===== src/rtl/riscv_fetch_pkg.sv =====
// Shared types and constants for the instruction fetch unit.
// FETCH_MISALIGN_TRAP_EN adds a fault bit to each buffered fetch entry.
package riscv_fetch_pkg;

    localparam int XLEN        = 32;
    localparam int INSTR_BYTES = 4;
    localparam logic [XLEN-1:0] NOP_INSTR = 32'h0000_0013;

    typedef enum logic {
        BOOT,
        RUN
    } fetch_state_e;

    typedef struct packed {
`ifdef FETCH_MISALIGN_TRAP_EN
        logic            fault;
`endif
        logic [XLEN-1:0] pc;
        logic [XLEN-1:0] data;
    } fetch_entry_t;

    function automatic logic [XLEN-1:0] next_pc(input logic [XLEN-1:0] pc);
        return pc + XLEN'(INSTR_BYTES);
    endfunction

endpackage


===== src/rtl/fetch_fifo.sv =====
// Prefetch buffer: shift-style FIFO whose head is always slot 0, so the head
// comes straight from a flop. Flush is synchronous and may coincide with a push.
module fetch_fifo #(
    parameter int               WIDTH     = 64,
    parameter int               DEPTH     = 2,
    parameter logic [WIDTH-1:0] RESET_VAL = '0
) (
    input  logic                         clk,
    input  logic                         reset,
    input  logic                         flush,
    input  logic                         push,
    input  logic [WIDTH-1:0]             push_data,
    input  logic                         pop,
    output logic [WIDTH-1:0]             head_data,
    output logic                         head_valid,
    output logic [$clog2(DEPTH+1)-1:0]   count
);

    localparam int CW = $clog2(DEPTH+1);

    logic [WIDTH-1:0] slots [DEPTH];
    logic             do_pop;
    logic [CW-1:0]    wr_idx;

    assign do_pop     = pop && !flush && (count != '0);
    assign wr_idx     = flush ? '0 : count - CW'(do_pop);
    assign head_data  = slots[0];
    assign head_valid = (count != '0);

    always_ff @(posedge clk or posedge reset) begin
        if (reset)
            count <= '0;
        else if (flush)
            count <= CW'(push);
        else
            count <= count + CW'(push) - CW'(do_pop);
    end

    for (genvar g = 0; g < DEPTH; g++) begin : g_slot
        logic [WIDTH-1:0] shift_in;
        if (g < DEPTH-1) begin : g_mid
            assign shift_in = slots[g+1];
        end else begin : g_tail
            assign shift_in = slots[g];
        end

        // A push into the slot vacated by a simultaneous pop wins over the shift.
        always_ff @(posedge clk or posedge reset) begin
            if (reset)
                slots[g] <= RESET_VAL;
            else if (push && wr_idx == CW'(g))
                slots[g] <= push_data;
            else if (do_pop)
                slots[g] <= shift_in;
        end
    end

    overflow_a: assert property (@(posedge clk) disable iff (reset)
        !(push && !flush && !do_pop && count == CW'(DEPTH)));

endmodule


===== src/rtl/instruction_fetch_unit.sv =====
// Fetch controller: owns fetch/response PCs, request credit and stale-response discard.
// FETCH_MISALIGN_TRAP_EN turns misaligned redirects into a faulting entry and halts fetch.
module instruction_fetch_unit
    import riscv_fetch_pkg::*;
#(
    parameter logic [31:0] RESET_VECTOR = 32'h0000_0000,
    parameter int          FIFO_DEPTH   = 2
) (
    input  logic        clk,
    input  logic        reset,
    output logic        mem_req,
    output logic [31:0] mem_addr,
    input  logic        mem_gnt,
    input  logic        mem_rvalid,
    input  logic [31:0] mem_rdata,
    output logic        instr_valid,
    output logic [31:0] instr_data,
    output logic [31:0] instr_pc,
`ifdef FETCH_MISALIGN_TRAP_EN
    output logic        instr_fault,
`endif
    input  logic        instr_ready,
    input  logic        redirect_valid,
    input  logic [31:0] redirect_pc
);

    localparam int CW = $clog2(FIFO_DEPTH+1);
    localparam logic [$bits(fetch_entry_t)-1:0] RESET_ENTRY =
        $bits(fetch_entry_t)'({RESET_VECTOR, {XLEN{1'b0}}});

    fetch_state_e    state;
    logic [XLEN-1:0] req_pc, resp_pc, redirect_base;
    logic [CW-1:0]   outstanding, discard_cnt, fifo_count;
    logic [CW:0]     credit_used;
    logic            xfer, accept, push, pop, halted, head_valid;
    fetch_entry_t    push_entry, head;

    assign redirect_base = redirect_pc & ~XLEN'(INSTR_BYTES-1);

    // A pop this cycle frees its slot, which keeps 1 instr/cycle with depth 2.
    assign credit_used = {1'b0, fifo_count} + {1'b0, outstanding} - (CW+1)'(pop);
    assign mem_req     = (state == RUN) && !redirect_valid && !halted &&
                         (credit_used < (CW+1)'(FIFO_DEPTH));
    assign mem_addr    = req_pc;
    assign xfer        = mem_req && mem_gnt;

    assign accept = mem_rvalid && (discard_cnt == '0) && !redirect_valid;
    assign pop    = head_valid && instr_ready && !redirect_valid;

`ifdef FETCH_MISALIGN_TRAP_EN
    logic misaligned;
    assign misaligned = redirect_valid && (redirect_pc[1:0] != 2'b00);

    always_ff @(posedge clk or posedge reset) begin
        if (reset)
            halted <= 1'b0;
        else if (redirect_valid)
            halted <= misaligned;
    end
`else
    assign halted = 1'b0;
`endif

    always_comb begin
        push_entry      = '0;
        push_entry.pc   = resp_pc;
        push_entry.data = mem_rdata;
        push            = accept;
`ifdef FETCH_MISALIGN_TRAP_EN
        if (misaligned) begin
            push_entry.pc    = redirect_pc;
            push_entry.data  = '0;
            push_entry.fault = 1'b1;
            push             = 1'b1;
        end
`endif
    end

    always_ff @(posedge clk or posedge reset) begin
        if (reset) begin
            state       <= BOOT;
            req_pc      <= RESET_VECTOR;
            resp_pc     <= RESET_VECTOR;
            outstanding <= '0;
            discard_cnt <= '0;
        end else begin
            state       <= RUN;
            outstanding <= outstanding + CW'(xfer) - CW'(mem_rvalid);
            if (redirect_valid) begin
                // Everything still in flight is stale, including a word landing now.
                req_pc      <= redirect_base;
                resp_pc     <= redirect_base;
                discard_cnt <= outstanding - CW'(mem_rvalid);
            end else begin
                if (xfer)
                    req_pc <= next_pc(req_pc);
                if (accept)
                    resp_pc <= next_pc(resp_pc);
                if (mem_rvalid && discard_cnt != '0)
                    discard_cnt <= discard_cnt - CW'(1);
            end
        end
    end

    fetch_fifo #(
        .WIDTH     ($bits(fetch_entry_t)),
        .DEPTH     (FIFO_DEPTH),
        .RESET_VAL (RESET_ENTRY)
    ) u_fifo (
        .clk        (clk),
        .reset      (reset),
        .flush      (redirect_valid),
        .push       (push),
        .push_data  (push_entry),
        .pop        (pop),
        .head_data  (head),
        .head_valid (head_valid),
        .count      (fifo_count)
    );

    assign instr_valid = head_valid;
    assign instr_data  = head.data;
    assign instr_pc    = head.pc;
`ifdef FETCH_MISALIGN_TRAP_EN
    assign instr_fault = head.fault;
`endif

endmodule

===== config.mk =====
export PLATFORM = sky130hd
export DESIGN_NAME = instruction_fetch_unit
export DESIGN_NICKNAME = d
export VERILOG_FILES = /design/src/rtl/riscv_fetch_pkg.sv /design/src/rtl/fetch_fifo.sv /design/src/rtl/instruction_fetch_unit.sv
export SDC_FILE = /design/constraint.sdc
export NUM_CORES = 1
export LEC_CHECK = 0
export ABC_AREA = 1
export CAP_MARGIN = 30
export CORE_MARGIN = 10
export CORE_UTILIZATION = 55
export DETAILED_ROUTE_END_ITERATION = 7
export PLACE_DENSITY = 0.86
export SKIP_LAST_GASP = 1
export SYNTH_ARGS = -nofsm -noshare
export SYNTH_HDL_FRONTEND = slang
export SYNTH_HIERARCHICAL = 1
export SYNTH_SLANG_ARGS = --single-unit

===== constraint.sdc =====
create_clock -name clk -period 4.9 [get_ports clk]
set_input_delay 0.49 -clock clk [delete_from_list [all_inputs] [get_ports clk]]
set_output_delay 0.49 -clock clk [all_outputs]
set_load 0.02 [all_outputs]

==> results of run 1 <==
[area by class of cell]
class                           instances  area (um^2)  area share (%)
Clock buffer                           22        494.2           3.669
Clock inverter                         10        97.59          0.7244
Inverter                              168        643.1           4.774
Multi-Input combinational cell       1177         5240           38.90
Sequential cell                       195         4880           36.22
Tap cell                              270        337.8           2.508
Timing Repair Buffer                  179         1779           13.21
[final timing paths]
| check | end | slack [ns] | depth (start not counted) |
|---|---|---|---|
| worst max-delay path | mem_req | 1.18 | 11 |
| worst min-delay path | u_fifo/g_slot[0].shift_in[3] | 0.48 | 2 |
| worst max register to register | outstanding[1] | 1.90 | 13 |
| worst min register to register | u_fifo/g_slot[0].shift_in[3] | 0.48 | 2 |
| max in group asynchronous | u_fifo/head_data[56] | 3.31 | 3 |
| min in group asynchronous | mem_addr[13] | 0.57 | 2 |
[routing by layer]
metal	wire [um]	track usage [%]	vias to the layer above
met1	13100	31.18	4944
li1	-	-	5227
met4	493	6.576	0
met5	0	0	-
met2	13760	34.97	476
met3	2604	4.702	42
[sequential cells by signal (all words and copies together) (netlist names)]
signal / count
u_fifo/g_slot.shift_in: 64
u_fifo/head_data: 64
mem_addr: 30
resp_pc: 30
discard_cnt: 2
outstanding: 2
u_fifo/count: 2
state: 1
[power breakdown]
group,switching [uW],internal (uW)
sequential,435,2190
clock,624,773
combinational,1430,1100
total,2490,4070
[cell usage after synthesis (2+ instances only)]
cell type	number	area [um^2]
buf_6	9	101.4
and2_1	2	12.51
nor3_1	2	10.01
ha_1	9	112.6
nand2_2	13	81.33
nand2_4	2	22.52
nor2_1	85	319.1
nor2_4	3	33.78
buf_2	28	140.1
o211ai_1	9	67.56
o21ai_0	28	140.1
nand4_1	66	412.9
buf_4	11	82.58
inv_1	153	574.3
a21oi_1	7	35.03
nand3_1	106	530.5
nand2_1	784	2943
or2_2	2	12.51
conb_1	2	7.510
nor2_2	2	12.51
o21bai_1	3	22.52
dfrtp_1	195	4880
nand3b_1	14	105.1
clkbuf_1	21	78.83
inv_2	3	11.26
xor2_1	12	105.1
buf_1	6	22.52
clkinv_1	10	37.54
xnor2_1	12	105.1
nand3_2	2	20.02
[worst max-delay path: stages (launching register included)]
cell             delay (ns)
dfrtp_1                0.38
inv_1                  0.09
nand2_1                0.12
nand2_1                0.07
nor2_1                 0.13
ha_1                   0.24
or2_2                  0.30
fa_1                   0.37
xor2_1                 0.32
nand2_1                0.08
nor2_1                 0.09
clkdlybuf4s50_1        0.61
[cells by family (layout without fill, tap and decap cells)]
| logic type | count (synthesis) | in the layout |
|---|---|---|
| simple gates | 1084 | 1084 |
| buf+inv | 243 | 379 |
| flops | 195 | 195 |
| compound gates | 52 | 52 |
| xor+xnor | 24 | 24 |
| fa+ha+maj | 10 | 10 |
| other cells | 2 | 7 |
[per-stage QoR]
step / utilization, % / area (um^2) / setup slack [ns] / power (uW) / hold WS, ns
floorplan: - / 11160 / 0.9407 / 4067 / 0.4491
global placement: 63.83 / 12830 / 1.317 / 5069 / 0.4611
detailed placement: 64.07 / 12880 / 1.256 / 5169 / 0.4650
CTS: 67.01 / 13470 / 1.143 / 6575 / 0.4834
global route: 67.01 / 13470 / 0.9841 / 6981 / 0.4902
finish: 67.01 / 13470 / 1.178 / 6554 / 0.4792
==> impl_metrics.yaml, run 1 <==
outcome:
  status: "complete, no violations"
synth:
  synth-xor-area-share_pct: 1.886
  syn_area_um2: 11140
  synth_top_family_by_area: "simple AND/OR/NAND/NOR gates"
  ys_seq_area_share_pct: 43.79
  synth_edf_count: 0
  syn-instance-count: 1610
  ys_warn_count: 6
  synth_compound_area_share_pct: 2.818
  syn_area_per_cell_um2: 6.921
  synth_fa_ha_area_share_pct: 1.190
  synth_cell_types: 39
  yosys_most_used_dff: "dfrtp_1"
  yosys_register_bits: 195
  synth_simple_gate_area_share_pct: 40.68
  synth-async-reset-ratio_pct: 100.0
  synth.area.mux_share_pct: 0
drt:
  drc_errors: 0
  firstDrtPassIters: 5
  dr_total_vias: 10689
  drt_iter0_drc: 1092
  wl_per_cell_um: 14.82
  avgViaCountPerCell: 5.289
  routed_wl_um: 29960
  drtAntennaViolNets: 0
sta:
  tightest_slew_ns: 0.8615
  fmaxAchievable_mhz: 268.7
  relSlewSlack_pct: 42.56
  rsz0062_at_grt: "no"
  tns_ns: 0
  min_period_ns: 3.722
  final_hold_viol_count: 0
  final_max_slew_viol_count: 0
  fin_crit_sh_pct: 75.96
  setup-violations-final: 0
  worst_clock_skew_ns: 0.01082
critical_path:
  r2r-start: "u_fifo/count[1]"
  start_kind: "flop"
  worstPathArrival_ns: 3.23
  critPathLaunch: "u_fifo/count[1]"
  cp-end-kind: "primary output"
  crit_fanout: 3
  cp.required_ns: 4.41
  path_class: "flop to primary output"
layout:
  layout-drive-gt1-share_pct: 4.969
  stdcell_count: 2021
  nets: 1818
  syn_to_final_growth_pct: 20.90
  antenna_cells_inserted: 0
  n_fill_cell: 1640
  layout.cells.most_common_list: "nand2_1 (781), dfrtp_1 (195), clkdlybuf4s50_1 (162)"
  layout_commonest_cell: "nand2_1"
grt:
  grtUsageTotal_pct: 22.54
  antenna_found_initial: 0
  grt_max_degree: 81
  grt_pass1_wl_um: 49510
  grt_pass1_vias: 10070
  grt-ovfl-total: 0
place:
  place_congestion: 0.9554
  placed_cells: 1989
  portBuffers: 163
  hpwlAfterDp_um: 20130
clocking:
  cts_tree: "built"
  cts_buffers: 17
  cts_resized: 0
  post_cts_buffers: 0
  numClockSinks: 195
  cts_max_path_buffers: 2
  cts_max_level: 4
  ctsHoldBuffers: 0
  clk_latency_ns: 0.44
  root_buffer: "clkbuf_16"
  cts.clk_slew.worst_paths_ns: 0.07
die:
  dieArea_um2: 26350
  core_um2: 20100
  start_util_pct: 55.43
  pin_count: 168
  die_y_um: 162.3
  fp-row-count: 52
  die_w_um: 162.3
run:
  maxCapViolations: 0
pwr:
  powerDensity_nw_per_um2: 486.5
  power.leakage_uw: 0.006979
  vdd_drop_max_mv: 0.2220
worst_hold_path:
  hold_class: "flop to flop"
  min-delay-start: "u_fifo/g_slot[0].shift_in[3]"
Note: power is estimated with default switching activity, not from simulation.
==> run 2: changes to the inputs <==
==> constraint.sdc (replaced) <==
create_clock -name clk -period 3.68 [get_ports clk]
set_input_delay 0.368 -clock clk [delete_from_list [all_inputs] [get_ports clk]]
set_output_delay 0.368 -clock clk [all_outputs]
set_load 0.02 [all_outputs]
==> run 2 against run 1 <==
Compared with the run above:
- critical path depth unchanged
- hold slack worse by 0.23 ns
- register-to-register slack lost 1.2 ns
- cell area is 0.23% higher
- critical path type unchanged
- setup slack worse by 0.68 ns
- wire length fell by 0.89%
- highest routed layer unchanged
==> impl_metrics.yaml, run 2 (same netlist as run 1, synthesis figures left out) <==
outcome:
  status: "complete, no violations"
sta:
  final_max_slew_viol_count: 0
  tightest_slew_ns: 0.7971
  rsz0062_at_grt: "no"
  fin_crit_sh_pct: 86.57
  relSlewSlack_pct: 46.78
  holdWs_ns: 0.2466
  setup-violations-final: 0
  final_hold_viol_count: 0
  tns_ns: 0
  fmaxAchievable_mhz: 313.9
  min_period_ns: 3.186
  worst_clock_skew_ns: 0.01089
layout:
  postLayoutCellArea_um2: 13500
  layout_commonest_cell: "nand2_1"
  nets: 1817
  antenna_cells_inserted: 0
  utilization_pct: 67.16
  regArea_um2: 4880
  syn_to_final_growth_pct: 21.18
  n_fill_cell: 1599
  layout-drive-gt1-share_pct: 4.971
  layout.cells.most_common_list: "nand2_1 (781), dfrtp_1 (195), clkdlybuf4s50_1 (161)"
  multi_input_area_um2: 5248
grt:
  busiest_layer: "met2"
  grt-ovfl-total: 0
  grtUsageTotal_pct: 22.35
  antenna_found_initial: 0
  grt_use_met3_pct: 4.626
  grt_max_degree: 130
  grt_pass1_wl_um: 49360
  gr-usage-met2_pct: 34.82
  grt_pass1_vias: 10045
  grt_use_met1_pct: 30.61
die:
  start_util_pct: 55.43
  fp-row-count: 52
  core_um2: 20100
  pin_count: 168
  die_w_um: 162.3
  die_y_um: 162.3
  dieArea_um2: 26350
critical_path:
  cpPeakStageDelay_ns: 0.43
  path_class: "flop to primary output"
  critPathLaunch: "u_fifo/count[0]"
  cp-end-kind: "primary output"
  path_buf_inv: 2
  slowest_stage: "fa_1"
  reg2reg_slack_ns: 0.71
  crit_family: "simple AND/OR/NAND/NOR gates"
  cpMostUsedCell: "nand2_1"
  crit_fanout: 4
  cp.required_ns: 3.31
  timing.critical_path.cells: "inv_2 > nand2_1 > nand2_1 > nor2_1 > ha_1 > or2_2 > fa_1 > xor2_2 > nand2_1 > nor2_1 > dlymetal6s2s_1"
  worstPathArrival_ns: 2.82
  r2r-start: "u_fifo/count[0]"
  start_kind: "flop"
clocking:
  clk_latency_ns: 0.44
  numClockSinks: 195
  cts_max_level: 4
  cts_tree: "built"
  root_buffer: "clkbuf_16"
  cts_buffers: 17
  cts.clk_slew.worst_paths_ns: 0.08
  cts_max_path_buffers: 2
drt:
  firstDrtPassIters: 5
  drtAntennaViolNets: 0
  wl_per_cell_um: 14.70
  dr_total_vias: 10640
  routed_wl_um: 29690
  avgViaCountPerCell: 5.267
  drc_errors: 0
  drt_iter0_drc: 1120
pwr:
  power_uw: 8733
  powerDensity_nw_per_um2: 646.8
  vdd_drop_max_mv: 0.4097
  power.leakage_uw: 0.006990
place:
  place_area_um2: 12900
  portBuffers: 163
  hpwlAfterDp_um: 20100
  place_congestion: 0.9614
worst_hold_path:
  hold_class: "primary input to async pin"
run:
  maxCapViolations: 0
## run 2: metrics by stage
stage               worst slack [ns]  std cells
floorplan                     0.7507       1615
global placement              0.3566       1987
detailed placement            0.2854       1988
CTS                          0.04363       2020
global route                  0.2988       2020
finish                        0.4941       2020
## run 2: final timing paths
path                                            endpoint  cells past startpoint
max                                              mem_req                     11
min                        u_fifo/g_slot[0].shift_in[29]                      2
max reg2reg                               outstanding[1]                     14
min reg2reg                u_fifo/g_slot[0].shift_in[34]                      2
max in group asynchronous                   mem_addr[29]                      3
min in group clk           u_fifo/g_slot[0].shift_in[34]                      2
## run 2: power breakdown
group | internal (uW) | switching [uW] | total [uW]
sequential | 2920 | 571 | 3490
clock | 966 | 895 | 1860
combinational | 1470 | 1910 | 3390
total | 5360 | 3380 | 8730
## run 2: cell type report
class	instances	area share, %
clock inverters	15	1.214
inverters	168	4.772
multi-input cells	1177	38.86
flip-flops and latches	195	36.14
repair buffers	178	13.36
well taps	270	2.502
clock buffers	17	3.150
## run 2: per-layer routing
metal / share of wire [%] / routed length [um] / vias to the layer above
li1: - / - / 5227
met3: 8.4 / 2505 / 52
met1: 44 / 13180 / 4895
met4: 2.0 / 594 / 0
met2: 45 / 13410 / 466
met5: 0 / 0 / -
## run 2: timing repair
| item | 4_1_cts | 5_1_grt |
|---|---|---|
| hold buffers | 0 | 0 |
| setup buffers | 0 | 0 |
| endpoints found under the hold margin | 0 | 0 |
| setup endpoints to repair | 0 | 1 |
| gates resized for setup | 0 | 2 |
==> run 3: changes to the inputs <==
--- a/config.mk
+++ b/config.mk
@@ -8,9 +8,11 @@
 export ABC_AREA = 1
 export CAP_MARGIN = 30
 export CORE_MARGIN = 10
-export CORE_UTILIZATION = 55
+export CORE_UTILIZATION = 50
 export DETAILED_ROUTE_END_ITERATION = 7
-export PLACE_DENSITY = 0.86
+export GPL_ROUTABILITY_DRIVEN = 0
+export PLACE_DENSITY = 0.83
+export REMOVE_ABC_BUFFERS = 1
 export SKIP_LAST_GASP = 1
 export SYNTH_ARGS = -nofsm -noshare
 export SYNTH_HDL_FRONTEND = slang
==> constraint.sdc (replaced) <==
create_clock -name clk -period 2.7 [get_ports clk]
set_input_delay 0.27 -clock clk [delete_from_list [all_inputs] [get_ports clk]]
set_output_delay 0.27 -clock clk [all_outputs]
set_load 0.02 [all_outputs]
==> run 3 against run 2 <==
Compared with the run above:
- the run now ends with negative setup slack left
- combinational power is 43% higher
- cell area is 3.6% higher
- sequential share of layout area is 1.3 points lower
- clock-buffer cell count is 5 higher
- final cell count is 2.1% higher
- wire length is 5.8% higher
- clock skew hardly changed
- largest cell class unchanged
- highest routed layer unchanged
==> impl_metrics.yaml, run 3 (same netlist as run 1, synthesis figures left out) <==
critical_path:
  cp-end-kind: "primary output"
  worstPathArrival_ns: 2.45
  reg2reg_slack_ns: -0.02
  path_buf_inv: 2
  cpPeakStageDelay_ns: 0.40
  slowest_stage: "dfrtp_1"
  critPathLaunch: "u_fifo/count[1]"
  timing.critical_path.cells: "inv_2 > nand2_2 > nand2_2 > nor2_2 > ha_1 > or2_4 > fa_2 > xor2_2 > nand2_2 > nor2_2 > buf_6"
  r2r-start: "u_fifo/count[1]"
  path_class: "flop to primary output"
  cpMostUsedCell: "nand2_2"
  crit_family: "adder cells"
  cp.required_ns: 2.43
  crit_fanout: 2
  start_kind: "flop"
die:
  core_um2: 21890
  fp-row-count: 54
  die_w_um: 169.3
  die_y_um: 169.3
  dieArea_um2: 28660
  pin_count: 168
  start_util_pct: 50.90
layout:
  nets: 1849
  regArea_um2: 4880
  layout_commonest_cell: "nand2_1"
  antenna_cells_inserted: 0
  syn_to_final_growth_pct: 25.53
  postLayoutCellArea_um2: 13990
  utilization_pct: 63.90
  layout.cells.most_common_list: "nand2_1 (754), dfrtp_1 (195), clkdlybuf4s50_1 (161)"
  multi_input_area_um2: 5441
  layout-drive-gt1-share_pct: 9.203
  n_fill_cell: 1903
  stdcell_count: 2062
sta:
  rsz0062_at_grt: "yes"
  worst_slack_ns: -0.02357
  min_period_ns: 2.724
  final_hold_viol_count: 0
  fin_crit_sh_pct: 100.9
  relSlewSlack_pct: 53.62
  worst_clock_skew_ns: 0.01099
  tns_ns: -0.04972
  final_max_slew_viol_count: 0
  fmaxAchievable_mhz: 367.2
  setup-violations-final: 4
  tightest_slew_ns: 0.6957
clocking:
  cts_tree: "built"
  numClockSinks: 195
  clk_latency_ns: 0.44
  cts_max_path_buffers: 2
  cts_buffers: 17
  cts.clk_slew.worst_paths_ns: 0.08
  cts_max_level: 4
  ctsHoldBuffers: 0
  root_buffer: "clkbuf_16"
pwr:
  powerDensity_nw_per_um2: 863.2
  power.leakage_uw: 0.007219
  vdd_drop_max_mv: 0.4130
worst_hold_path:
  hold_class: "primary input to async pin"
grt:
  grt_pass1_vias: 10290
  grt_pass1_wl_um: 50760
  grt-ovfl-total: 0
  antenna_found_initial: 0
  grt_max_degree: 70
  grtUsageTotal_pct: 21.00
drt:
  dr_total_vias: 10770
  drtAntennaViolNets: 0
  firstDrtPassIters: 5
  wl_per_cell_um: 15.24
  avgViaCountPerCell: 5.223
  drc_errors: 0
  routed_wl_um: 31420
  drt_iter0_drc: 1054
outcome:
  status: "finished, violations left"
  violations: "negative setup slack"
place:
  place_area_um2: 13040
  placed_cells: 2013
  portBuffers: 163
  place_ws_ns: -0.4392
  hpwlAfterDp_um: 21150
run:
  maxCapViolations: 0
[run 3: path summary, 6_finish.rpt]
path	cells past startpoint	to
max	11	mem_req
min	2	u_fifo/count[0]
max reg2reg	17	mem_addr[14]
min reg2reg	2	u_fifo/g_slot[0].shift_in[38]
max in group asynchronous	3	resp_pc[29]
min in group clk	3	u_fifo/count[1]
[run 3: worst reg2reg max path, stage by stage (launching register included)]
cell	delay, ns
dfrtp_1	0.40
inv_2	0.08
nand2_2	0.06
nand2_2	0.07
nor2_2	0.05
ha_1	0.28
or2_4	0.23
fa_2	0.57
inv_2	0.05
nor2_4	0.09
nand3_4	0.09
buf_6	0.15
nand2_8	0.14
clkinv_8	0.12
nand2_2	0.07
nand2_1	0.05
inv_1	0.05
nand2_1	0.04
[run 3: area by class of cell]
| type | instances | share of cell area (%) |
|---|---|---|
| multi-input cells | 1177 | 38.90 |
| clock inverters | 10 | 0.7156 |
| flip-flops and latches | 195 | 34.88 |
| clock buffers | 22 | 3.318 |
| inverters | 168 | 4.669 |
| repair inverters | 3 | 0.2594 |
| repair buffers | 207 | 14.75 |
| well taps | 280 | 2.504 |
[run 3: through the flow]
stage,total power (uW),hold slack (ns)
after floorplan,7352,0.3364
after detailed placement,9448,0.4653
after CTS,11980,0.1849
final,12080,0.1939
after global placement,9247,0.4614
after global routing,12890,0.2094
[run 3: layer usage]
metal	vias to the layer above	GRT usage, %	part of all wire [%]
li1	5279	-	-
met1	5003	27.82	43
met2	434	33.32	47
met3	54	4.863	8.4
met4	0	6.829	1.8
met5	-	0	0
[run 3: where the power goes]
part / internal (uW) / leakage, uW / total (uW) / switching [uW]
clock network: 1330 / 0.000263 / 2450 / 1120
registers: 3980 / 0.00244 / 4780 / 799
logic: 2150 / 0.00451 / 4850 / 2700
total: 7450 / 0.00722 / 12100 / 4620
[run 3: timing repair]
item / in CTS / in global routing
setup buffers: 9 / 5
endpoints found under the setup margin: 20 / 97
cloned: 0 / 3
resized for setup: 10 / 75
pin swaps: 6 / 14
